[config.mk]
export PLATFORM = sky130hd
export DESIGN_NAME = fifo_rd_ctrl_flat
export DESIGN_NICKNAME = d
export VERILOG_FILES = /design/src/rtl/fifo_demo_pkg.sv /design/src/rtl/fifo_rd_ctrl_if.sv /design/src/rtl/fifo_rd_pipe.sv /design/src/rtl/fifo_rd_ctrl.sv /design/src/flat_wrapper.sv
export SDC_FILE = /design/constraint.sdc
export NUM_CORES = 1
export LEC_CHECK = 0
export ABC_CLOCK_PERIOD_IN_PS = 1700
export CORE_ASPECT_RATIO = 1.4
export CORE_MARGIN = 2
export CORE_UTILIZATION = 40
export DETAILED_ROUTE_END_ITERATION = 10
export PLACE_DENSITY = 0.75
export SYNTH_ARGS = -nofsm -noshare
export SYNTH_HDL_FRONTEND = slang
export SYNTH_SLANG_ARGS = --single-unit
[constraint.sdc]
create_clock -name sys_clk -period 1.7 [get_ports sys_clk]
set_clock_uncertainty 0.15 [all_clocks]
set_input_delay 0.255 -clock sys_clk [delete_from_list [all_inputs] [get_ports sys_clk]]
set_output_delay 0.255 -clock sys_clk [all_outputs]
set_load 0.02 [all_outputs]
[src/rtl/fifo_demo_pkg.sv]
// rtl/fifo_demo_pkg.sv - shared widths, read-controller states and helpers for the ip_FIFO demo
package fifo_demo_pkg;

  localparam int FIFO_DW   = 8;
  localparam int FIFO_AW   = 8;
  localparam int ERR_CNT_W = 16;

  typedef enum logic [1:0] {
    IDLE   = 2'd0,
    SETTLE = 2'd1,
    READ   = 2'd2,
    DONE   = 2'd3
  } rd_state_e;

  function automatic logic [ERR_CNT_W-1:0] sat_inc(input logic [ERR_CNT_W-1:0] v);
    return (&v) ? v : v + 1'b1;
  endfunction

endpackage

[src/rtl/fifo_rd_ctrl_if.sv]
// rtl/fifo_rd_ctrl_if.sv - FIFO read-side flags/data plus burst observation outputs
interface fifo_rd_ctrl_if import fifo_demo_pkg::*; #(
  parameter int DW = FIFO_DW,
  parameter int AW = FIFO_AW
) ();

  logic                 rd_full;
  logic                 rd_empty;
  logic [AW-1:0]        rd_usedw;
  logic [DW-1:0]        fifo_q;
  logic                 fifo_rd_req;
  logic [DW-1:0]        rd_data;
  logic                 rd_data_vld;
  logic                 rd_busy;
  logic                 burst_done;
  logic [AW:0]          burst_len;
  logic [ERR_CNT_W-1:0] err_cnt;

  modport master (
    input  rd_full, rd_empty, rd_usedw, fifo_q,
    output fifo_rd_req, rd_data, rd_data_vld, rd_busy, burst_done, burst_len, err_cnt
  );

  modport slave (
    output rd_full, rd_empty, rd_usedw, fifo_q,
    input  fifo_rd_req, rd_data, rd_data_vld, rd_busy, burst_done, burst_len, err_cnt
  );

endinterface

[src/rtl/fifo_rd_pipe.sv]
// rtl/fifo_rd_pipe.sv - tracks issued reads over the RD_LAT data latency and registers each returned word
module fifo_rd_pipe #(
  parameter int DW     = 8,
  parameter int RD_LAT = 1
) (
  input  logic          clk,
  input  logic          rst_n,
  input  logic          rd_req,
  input  logic [DW-1:0] fifo_q,
  output logic [DW-1:0] rd_data,
  output logic          rd_data_vld,
  output logic          cap_en,
  output logic          in_flight
);

  logic [RD_LAT-1:0] req_sr;

  always_ff @(posedge clk or negedge rst_n) begin
    if (!rst_n) begin
      req_sr      <= '0;
      rd_data     <= '0;
      rd_data_vld <= 1'b0;
    end else begin
      req_sr[0] <= rd_req;
      for (int i = 1; i < RD_LAT; i++) begin
        req_sr[i] <= req_sr[i-1];
      end
      rd_data_vld <= cap_en;
      if (cap_en) begin
        rd_data <= fifo_q;
      end
    end
  end

  // fifo_q is valid exactly when the oldest tracked request reaches the tail
  assign cap_en    = req_sr[RD_LAT-1];
  assign in_flight = |req_sr;

endmodule

[src/rtl/fifo_rd_ctrl.sv]
// rtl/fifo_rd_ctrl.sv - waits for FIFO full, settles, then drains it in one burst until empty
// Optional pattern check of the drained words is built when FIFO_RD_CHECK_EN is defined.
module fifo_rd_ctrl import fifo_demo_pkg::*; #(
  parameter int DW         = FIFO_DW,
  parameter int AW         = FIFO_AW,
  parameter int SETTLE_CYC = 10,
  parameter int RD_LAT     = 1
) (
  input  logic            sys_clk,
  input  logic            sys_rst_n,
  fifo_rd_ctrl_if.master  bus
);

  localparam int SC_W = (SETTLE_CYC > 1) ? $clog2(SETTLE_CYC) : 1;

  rd_state_e       state, state_nxt;
  logic [SC_W-1:0] settle_cnt;
  logic [AW:0]     word_cnt;
  logic [AW:0]     burst_len;
  logic            burst_done;
  logic            rd_req;
  logic            settle_start;
  logic            cap_en;
  logic            in_flight;
  logic [DW-1:0]   rd_data;
  logic            rd_data_vld;
  logic            unused_usedw;

  assign settle_start = (state == IDLE) && bus.rd_full;

  always_ff @(posedge sys_clk or negedge sys_rst_n) begin
    if (!sys_rst_n) begin
      state <= IDLE;
    end else begin
      state <= state_nxt;
    end
  end

  // Read request is combinational on rd_empty so an empty FIFO is never popped
  always_comb begin
    state_nxt = state;
    rd_req    = 1'b0;
    case (state)
      IDLE: begin
        if (bus.rd_full) state_nxt = SETTLE;
      end
      SETTLE: begin
        if (settle_cnt == SC_W'(SETTLE_CYC - 1)) state_nxt = READ;
      end
      READ: begin
        rd_req = !bus.rd_empty;
        if (bus.rd_empty && !in_flight) state_nxt = DONE;
      end
      DONE: begin
        state_nxt = IDLE;
      end
      default: begin
        state_nxt = IDLE;
      end
    endcase
  end

  always_ff @(posedge sys_clk or negedge sys_rst_n) begin
    if (!sys_rst_n) begin
      settle_cnt <= '0;
      word_cnt   <= '0;
      burst_len  <= '0;
      burst_done <= 1'b0;
    end else begin
      burst_done <= (state == DONE);
      if (state == DONE) begin
        burst_len <= word_cnt;
      end
      if (state != SETTLE) begin
        settle_cnt <= '0;
      end else begin
        settle_cnt <= settle_cnt + 1'b1;
      end
      if (settle_start) begin
        word_cnt <= '0;
      end else if (cap_en) begin
        word_cnt <= word_cnt + 1'b1;
      end
    end
  end

  fifo_rd_pipe #(
    .DW     (DW),
    .RD_LAT (RD_LAT)
  ) u_pipe (
    .clk         (sys_clk),
    .rst_n       (sys_rst_n),
    .rd_req      (rd_req),
    .fifo_q      (bus.fifo_q),
    .rd_data     (rd_data),
    .rd_data_vld (rd_data_vld),
    .cap_en      (cap_en),
    .in_flight   (in_flight)
  );

`ifdef FIFO_RD_CHECK_EN
  logic [DW-1:0]        exp_val;
  logic [ERR_CNT_W-1:0] err_cnt;

  // The writer fills an incrementing pattern starting at 0 for every burst
  always_ff @(posedge sys_clk or negedge sys_rst_n) begin
    if (!sys_rst_n) begin
      exp_val <= '0;
      err_cnt <= '0;
    end else begin
      if (settle_start) begin
        exp_val <= '0;
      end else if (rd_data_vld) begin
        exp_val <= exp_val + 1'b1;
      end
      if (rd_data_vld && (rd_data != exp_val)) begin
        err_cnt <= sat_inc(err_cnt);
      end
    end
  end

  assign bus.err_cnt = err_cnt;
`else
  assign bus.err_cnt = '0;
`endif

  assign unused_usedw    = ^bus.rd_usedw;
  assign bus.fifo_rd_req = rd_req;
  assign bus.rd_data     = rd_data;
  assign bus.rd_data_vld = rd_data_vld;
  assign bus.rd_busy     = (state != IDLE);
  assign bus.burst_done  = burst_done;
  assign bus.burst_len   = burst_len;

endmodule

[src/flat_wrapper.sv]
// flat-port wrapper written by rule: the top's interface ports become plain ports
module fifo_rd_ctrl_flat import fifo_demo_pkg::*;
#(
  parameter int DW         = FIFO_DW,
  parameter int AW         = FIFO_AW,
  parameter int SETTLE_CYC = 10,
  parameter int RD_LAT     = 1
)
  (sys_clk, sys_rst_n, bus_rd_full, bus_rd_empty, bus_rd_usedw, bus_fifo_q, bus_fifo_rd_req, bus_rd_data, bus_rd_data_vld, bus_rd_busy, bus_burst_done, bus_burst_len, bus_err_cnt);
  fifo_rd_ctrl_if #(.DW(DW), .AW(AW)) bus_i ();
  input  logic sys_clk;
  input  logic sys_rst_n;
  input wire logic [$bits(bus_i.rd_full)-1:0] bus_rd_full;
  input wire logic [$bits(bus_i.rd_empty)-1:0] bus_rd_empty;
  input wire logic [$bits(bus_i.rd_usedw)-1:0] bus_rd_usedw;
  input wire logic [$bits(bus_i.fifo_q)-1:0] bus_fifo_q;
  output wire logic [$bits(bus_i.fifo_rd_req)-1:0] bus_fifo_rd_req;
  output wire logic [$bits(bus_i.rd_data)-1:0] bus_rd_data;
  output wire logic [$bits(bus_i.rd_data_vld)-1:0] bus_rd_data_vld;
  output wire logic [$bits(bus_i.rd_busy)-1:0] bus_rd_busy;
  output wire logic [$bits(bus_i.burst_done)-1:0] bus_burst_done;
  output wire logic [$bits(bus_i.burst_len)-1:0] bus_burst_len;
  output wire logic [$bits(bus_i.err_cnt)-1:0] bus_err_cnt;
  assign bus_i.rd_full = bus_rd_full;
  assign bus_i.rd_empty = bus_rd_empty;
  assign bus_i.rd_usedw = bus_rd_usedw;
  assign bus_i.fifo_q = bus_fifo_q;
  assign bus_fifo_rd_req = bus_i.fifo_rd_req;
  assign bus_rd_data = bus_i.rd_data;
  assign bus_rd_data_vld = bus_i.rd_data_vld;
  assign bus_rd_busy = bus_i.rd_busy;
  assign bus_burst_done = bus_i.burst_done;
  assign bus_burst_len = bus_i.burst_len;
  assign bus_err_cnt = bus_i.err_cnt;
  fifo_rd_ctrl #(.DW(DW), .AW(AW), .SETTLE_CYC(SETTLE_CYC), .RD_LAT(RD_LAT)) u_core (.sys_clk(sys_clk), .sys_rst_n(sys_rst_n), .bus(bus_i));
endmodule
==> results.md, run 1 <==
- In this run, CTS created clock tree buffers numbering 5.
- The final route contains 1044 vias.
- Summed over its instances, the top area cell type makes up 54.2% of the synthesized netlist area.
- After synthesis, the cell types taking the most area are sky130_fd_sc_hd__dfrtp_1 (54%), sky130_fd_sc_hd__buf_4 (7.4%), sky130_fd_sc_hd__mux2_2 (6.3%).
- The via count of the first global-routing pass is 1088.
- In this design, the stage delay of the slowest critical-path cell is 410 ps.
- The clock latency reported for the late side of the worst-skew pair is 290 ps.
- The total negative slack for setup checks is 0 ps.
- For this run, the number of Yosys warnings is 0.
- The part of the Yosys area used for sequential elements is 54.2%.
- The number of hold buffers added after cts is 0.
- The cell area power density is 1570 nW/um2.
- The routed design has around 2.9 mm of wire.
- The cell accounting for the most synthesized area is sky130_fd_sc_hd__dfrtp_1.
- The number of enable flip-flop cells after synthesis is 0.
- The H-tree was split into 2 levels.
- At the end of the flow, the number of nets in the layout was between 200 and 250.
- The DRC violation total after the first TritonRoute iteration is 11.
- For the worst setup path, the data required time is 1720 ps.
- Timing analysis after detailed placement gives a worst setup slack of -155 ps.
- Derived from the worst setup path, the maximum achievable clock frequency is about 590 MHz.
- The initial antenna violation count is 0.
- After technology mapping, the gate count stands at 129.
- The post-route DRC violation count is 0.
- Measured along the y axis, the die boundary spans 79.2 um.
- In the layout the commonest cells are sky130_fd_sc_hd__dfrtp_1 (35), sky130_fd_sc_hd__clkdlybuf4s50_1 (30), sky130_fd_sc_hd__conb_1 (16).
- Yosys mapped the design onto 28 distinct sky130hd cell types.
- Summing every instance area after synthesis gives 1620 um2.
- The global-route usage over all layers is 14.4%.
- Clock-pin slew was measured on the worst setup and hold paths at 70 ps.
- The final critical path takes up 99.4% of the cycle.
- The die is 57.7 um wide.
- The most used flip-flop cell after synthesis is sky130_fd_sc_hd__dfrtp_1.
- The effective utilization at floorplan is 41.3%.
- The min-delay analysis places its worst path in the category in -> async.
- During I/O placement, the number of pins put on the boundary was 57.
- The post-route standard cell area excluding fillers is 2080 um2.
- The worst vdd rail ir drop is 948 uV.
- In the final routed layout, each cell accounts on average for ~13 um.
- At the end of routability-driven placement, the weighted congestion stood at 0.776.
- The worst setup path is launched from a flip-flop.
- Setup violations remaining at the end of the flow were counted as 0.
- The number of slew-limit violations in the final report was 0.
- The share of layout cells above drive strength 1 is 21.7%.
- Entering global routing, the biggest net connects 36 pins.
- Counting flops with an async set or reset pin after synthesis yields a share of 100%.
- The placed instance count is 208.
- Summing all placed instances gives a cell area of ~2000 um2.
- The final core utilization is 53.1%.
- Port buffering added 32 buffers.
- Walking the worst path, the cells encountered are buf_6, ha_2, a221o_2, mux2_4.
- Setup repair after global routing could not meet its margin everywhere.
- In this run the clock root is driven by a sky130_fd_sc_hd__clkbuf_8.
- A synthesized cell averages between 10 and 15 um2.
- The TritonCTS clock tree is built.
- STA puts the critical path data arrival time at ~1700 ps.
- The run finished with clean final reports.
- The antenna violation net count after detailed routing is 0.
- The total overflow reported by the global router is 0.
- The library cell used most frequently in the layout, excluding fill and tap cells, is sky130_fd_sc_hd__dfrtp_1.
- Of all nets on the critical path, the largest fanout is 2.
- The placeable core region is 3920 um2.
- After floorplanning, the core was divided into 27 placement rows.
- After the flow finishes, the layout carries non-filler instances totaling roughly 220.
- The least setup slack across all paths after layout is slightly above 10 ps.
- The floorplan step defined a die boundary enclosing ~4600 um2.
- The cell type of the slowest stage on the worst timing path is sky130_fd_sc_hd__dfrtp_1.
- Together, buffers and inverters on the worst path number 1.
- Registers take 876 um2.
- CTS saw 35 sinks.
- The critical path endpoint category is a flip-flop.
- The pre-antenna-repair detailed-routing pass consisted of 4 iterations.
- Counting I/O delays and the setup requirement, the final critical path takes 1690 ps.
- The detailed placement HPWL is 2.16 mm.
- Dividing the detail-routed via count by the number of cells gives 4.79.
- The first global-routing pass estimated between 4 and 5 mm of wire.
- The classification of the worst setup path is reg -> reg.
- Among cell families on the critical path, the largest total delay comes from flip-flops.
- The area taken by multi-input logic gates is 662 um2.
- The longest clock path from root to sink contains 2 buffers.
- The final hold violation count is 0.
- The synthesized design contains 35 register bits.
- The number of max-capacitance violations reported is 0.
- Summed over all cells, the static leakage comes to 0.00101 uW.
- From synthesis to final layout, the design area changed by 28.6%.
- The antenna diode count is 0.
- After filler insertion, the fill cell instance count of the layout stands at around 360.
-- synth_stat cells, types with 2 or more instances --
master / n
sky130_fd_sc_hd__nand2_1: 3
sky130_fd_sc_hd__inv_1: 4
sky130_fd_sc_hd__a21oi_1: 5
sky130_fd_sc_hd__and2_1: 3
sky130_fd_sc_hd__mux2_2: 9
sky130_fd_sc_hd__ha_1: 7
sky130_fd_sc_hd__o21ai_0: 4
sky130_fd_sc_hd__nor2_1: 5
sky130_fd_sc_hd__or3_1: 4
sky130_fd_sc_hd__dfrtp_1: 35
sky130_fd_sc_hd__xor2_1: 4
sky130_fd_sc_hd__buf_4: 16
sky130_fd_sc_hd__xnor2_1: 2
sky130_fd_sc_hd__clkbuf_1: 2
sky130_fd_sc_hd__nand4_1: 4
sky130_fd_sc_hd__mux2_1: 8
sky130_fd_sc_hd__nor2b_1: 3
-- layout make-up --
cell class / count / area share, %
repair buffers: 42 / 18.8
well taps: 43 / 2.59
multi-input cells: 86 / 31.8
clock buffers: 7 / 3.67
flip-flops and latches: 35 / 42.1
inverters: 4 / 0.722
clock inverters: 1 / 0.241
-- logic make-up after synthesis --
family	after synthesis	share of synthesized area, %
simple gates	27	10.4
mux	19	13.4
flops	35	54.2
other cells	1	0.232
compound gates	11	3.95
xor+xnor	6	3.25
fa+ha+maj	7	5.42
buf+inv	23	9.13
-- final timing paths --
| check | from | end | slack (ps) | cells past startpoint |
|---|---|---|---|---|
| setup / recovery | u_core.state[0] | u_core.state[1] | 10 | 4 |
| hold / removal | sys_rst_n | u_core.bus.burst_len[0] | 220 | 2 |
| setup reg to reg | u_core.state[0] | u_core.state[1] | 10 | 4 |
| hold reg to reg | u_core.u_pipe.rd_data[2] | u_core.u_pipe.rd_data[2] | 330 | 1 |
| max in group asynchronous | sys_rst_n | u_core.u_pipe.rd_data[5] | 860 | 2 |
| min in group sys_clk | u_core.u_pipe.rd_data[2] | u_core.u_pipe.rd_data[2] | 330 | 1 |
-- timing repair --
item,CTS,global route
gates cloned,0,0
pin swaps,1,1
resized for setup,9,8
endpoints found under the hold margin,0,0
setup endpoints to repair,3,3
setup buffers,1,1
-- metal layers --
metal	vias to the layer above	share of wire [%]	wire length, um	GRT usage, %
li1	493	-	-	-
met1	519	38	1090	14.9
met2	25	54	1550	24.5
met3	7	5.7	162	5.70
met4	0	2.3	66	7.44
met5	-	0	0	0
-- where the power goes --
part           switching [uW]  total (uW)  leakage (uW)  internal (uW)
combinational             688        1450      0.000505            757
clock                     279         566     0.0000422            287
sequential                168        1250      0.000459           1080
-- flip-flops by register name (all words and copies together) (netlist names) --
signal and flops:
u_core.state 2, u_core.u_pipe.rd_data_vld 1, u_core.bus.burst_done 1, u_core.settle_cnt 4, u_core.u_pipe.rd_data 8, u_core.u_pipe.cap_en 1, u_core.word_cnt 9, u_core.bus.burst_len 9
-- through the flow --
stage                     power [uW]  hold WS [ps]
after floorplan                 2060          -191
after global placement          2620           316
after detailed placement        2690           325
after CTS                       3280           240
after global routing            3470           278
final                           3260           219
Note: power is estimated with default switching activity, not from simulation.
==> run 2: changes to the inputs <==
Settings changed: CTS_BUF_LIST from default to sky130_fd_sc_hd__clkbuf_4 sky130_fd_sc_hd__clkbuf_8 sky130_fd_sc_hd__clkbuf_16.
==> results.md, run 2 (synthesis results as in run 1) <==
- The count of vias placed by the detailed router is 1055.
- The worst hold path belongs to the class in -> async.
- The tool flagged a number of max-cap violations equal to 0.
- The clock tree synthesis step divided the H-tree into 2 levels.
- In this run, placement finished with an instance count of 208.
- The final core utilization is 53.3%.
- 57 I/O pins were placed.
- The data required time at the worst endpoint is between 1500 and 2000 ps.
- The worst setup path is launched from a flip-flop.
- The flow ran to the end, and the final reports show no timing, DRC or antenna violations.
- The via count of the first global-routing pass came to 1102.
- Setup violations remaining at the end of the flow were counted as 0.
- The power share of the sequential group is 37.9%.
- The repair_antennas step left the layout with diodes totalling 0.
- The number of nets in the layout is between 200 and 250.
- The die is about 58 um wide.
- The antenna violation net count after detailed routing is 0.
- The arrival time of the worst setup path is 1720 ps.
- At the end of routability-driven placement, the weighted congestion stood at 0.776.
- Summing all placed instances gives a cell area of just under 2000 um2.
- The first-pass GRT wire length is 5.00 mm.
- The clock passes through at most 2 buffers.
- The detailed placement HPWL is between 2 and 2.5 mm.
- The initial antenna violation count came to 0.
- Summed over all nets, the switching power comes to 1140 uW.
- For this run, design rule violations remaining after detail routing come to 0.
- The internal power of the cells totals 2160 uW.
- The clock sink count is 35.
- The library cell used most frequently in the layout, excluding fill and tap cells, is sky130_fd_sc_hd__dfrtp_1.
- The worst vdd rail ir drop is 951 uV.
- The critical path endpoint category is a flip-flop.
- The share of total power consumed by net switching is 34.6%.
- The cell area power density is approximately 1600 nW/um2.
- The fmax is 590 MHz.
- The number of clock buffers added by TritonCTS is 5.
- After detailed routing, the number of vias per cell comes to 4.84.
- Wires add up to 2.94 mm.
- Dividing the detail-routed wire length by the instance count gives 13.5 um.
- The clock share of power is 18.3%.
- In the final layout, the registers with the most flip-flops are u_core.bus.burst_len: 9 flops, u_core.word_cnt: 9 flops, u_core.u_pipe.rd_data: 8 flops.
- The number of slew-limit violations in the final report is 0.
- The floorplan step defined a die boundary enclosing 4570 um2.
- The depth of the worst register-to-register path is 4.
- TritonCTS built the clock tree.
- Measured along the y axis, the die boundary spans 79.2 um.
- Clock-pin slew was measured on the worst setup and hold paths at 70 ps.
- Cells with a size suffix above 1 make up 22.9% of the layout.
- The tree is rooted in a sky130_fd_sc_hd__clkbuf_8.
- Setup repair after global routing could not meet its margin everywhere.
- The final hold violation count is 0.
- The sum of internal, switching and leakage power is 3300 uW.
- The layout overhead on the synthesized area is 29.1%.
- The first detailed-routing pass took 4 iterations.
- Leaving out fill and tap cells, the most frequent cells in the layout are sky130_fd_sc_hd__dfrtp_1 (35), sky130_fd_sc_hd__clkdlybuf4s50_1 (30), sky130_fd_sc_hd__conb_1 (16).
- The final critical-path share of the clock period is between 90% and 100%.
- The part of the power in combinational logic is 43.8%.
- The global-route usage over all layers is 14.6%.
- The effective utilization at floorplan is 41.3%.
- After floorplanning, the core was divided into 27 placement rows.
- The final non-filler cell total is 218.
- The clock latency reported for the late side of the worst-skew pair is 290 ps.
- The classification of the worst setup path is reg -> reg.
- Buffers placed on the I/O ports in this run total 32.
- The clock period could shrink to around 1700 ps.
- After global routing the overflow that remains totals 0.
- After the first detailed-routing iteration, the DRC count stood at 14.
- Entering global routing, the biggest net connects 36 pins.
- Summing all non-filler instances in the final layout gives an area of around 2100 um2.
- The leakage power total is 0.00101 uW.
- The maximum fanout encountered on the critical timing path is 2.
- The hold slack is between 200 and 250 ps.
- The core region is 3920 um2.
-- run 2: repair_timing --
item | in CTS | in global routing
buffers inserted | 1 | 1
resized for setup | 10 | 7
pin swaps | 1 | 1
setup endpoints to repair | 3 | 4
hold buffers | 0 | 0
-- run 2: final timing paths --
path | start | slack (ps) | endpoint
worst max-delay path | u_core.state[0] | 6 | u_core.state[1]
worst min-delay path | sys_rst_n | 220 | u_core.bus.burst_len[0]
worst max register to register | u_core.state[0] | 6 | u_core.state[1]
worst min register to register | u_core.u_pipe.rd_data[0] | 330 | u_core.u_pipe.rd_data[0]
max in group asynchronous | sys_rst_n | 860 | u_core.u_pipe.rd_data[5]
min in group sys_clk | u_core.u_pipe.rd_data[0] | 330 | u_core.u_pipe.rd_data[0]
-- run 2: cell type report --
| type | instances | area, um2 |
|---|---|---|
| clock buffer | 7 | 83.8 |
| sequential | 35 | 876 |
| clock inverter | 1 | 5.00 |
| inverter | 4 | 15.0 |
| tap | 43 | 53.8 |
| fill | 363 | 1830 |
| timing repair buffer | 42 | 392 |
| multi-input combinational | 86 | 662 |
-- run 2: critical path, cell delays in order (launching register included) --
cell and delay [ps]:
sky130_fd_sc_hd__dfrtp_1 410, sky130_fd_sc_hd__buf_6 130, sky130_fd_sc_hd__ha_2 180, sky130_fd_sc_hd__a221o_2 410
sky130_fd_sc_hd__mux2_4 300
-- run 2: per-stage QoR --
step / setup TNS [ps] / setup WS [ps]
after global routing: -179 / -27.5
after floorplan: 0 / 43.3
final: 0 / 5.52
after detailed placement: -326 / -155
after global placement: -231 / -148
after CTS: -6.73 / -6.73
-- run 2: layer usage --
metal  GRT usage, %  share of wire [%]
met1           15.3                 38
met2           25.0                 54
met3           5.54                6.0
met4           7.44                2.2
met5              0                  0
-- run 2: power groups by stage --
stage,Clock [uW],Combinational (uW),Sequential (uW)
after floorplan,0,618,1450
after global placement,0,1370,1250
after detailed placement,0,1430,1260
after CTS,616,1440,1250
after global routing,651,1570,1290
final,603,1450,1250
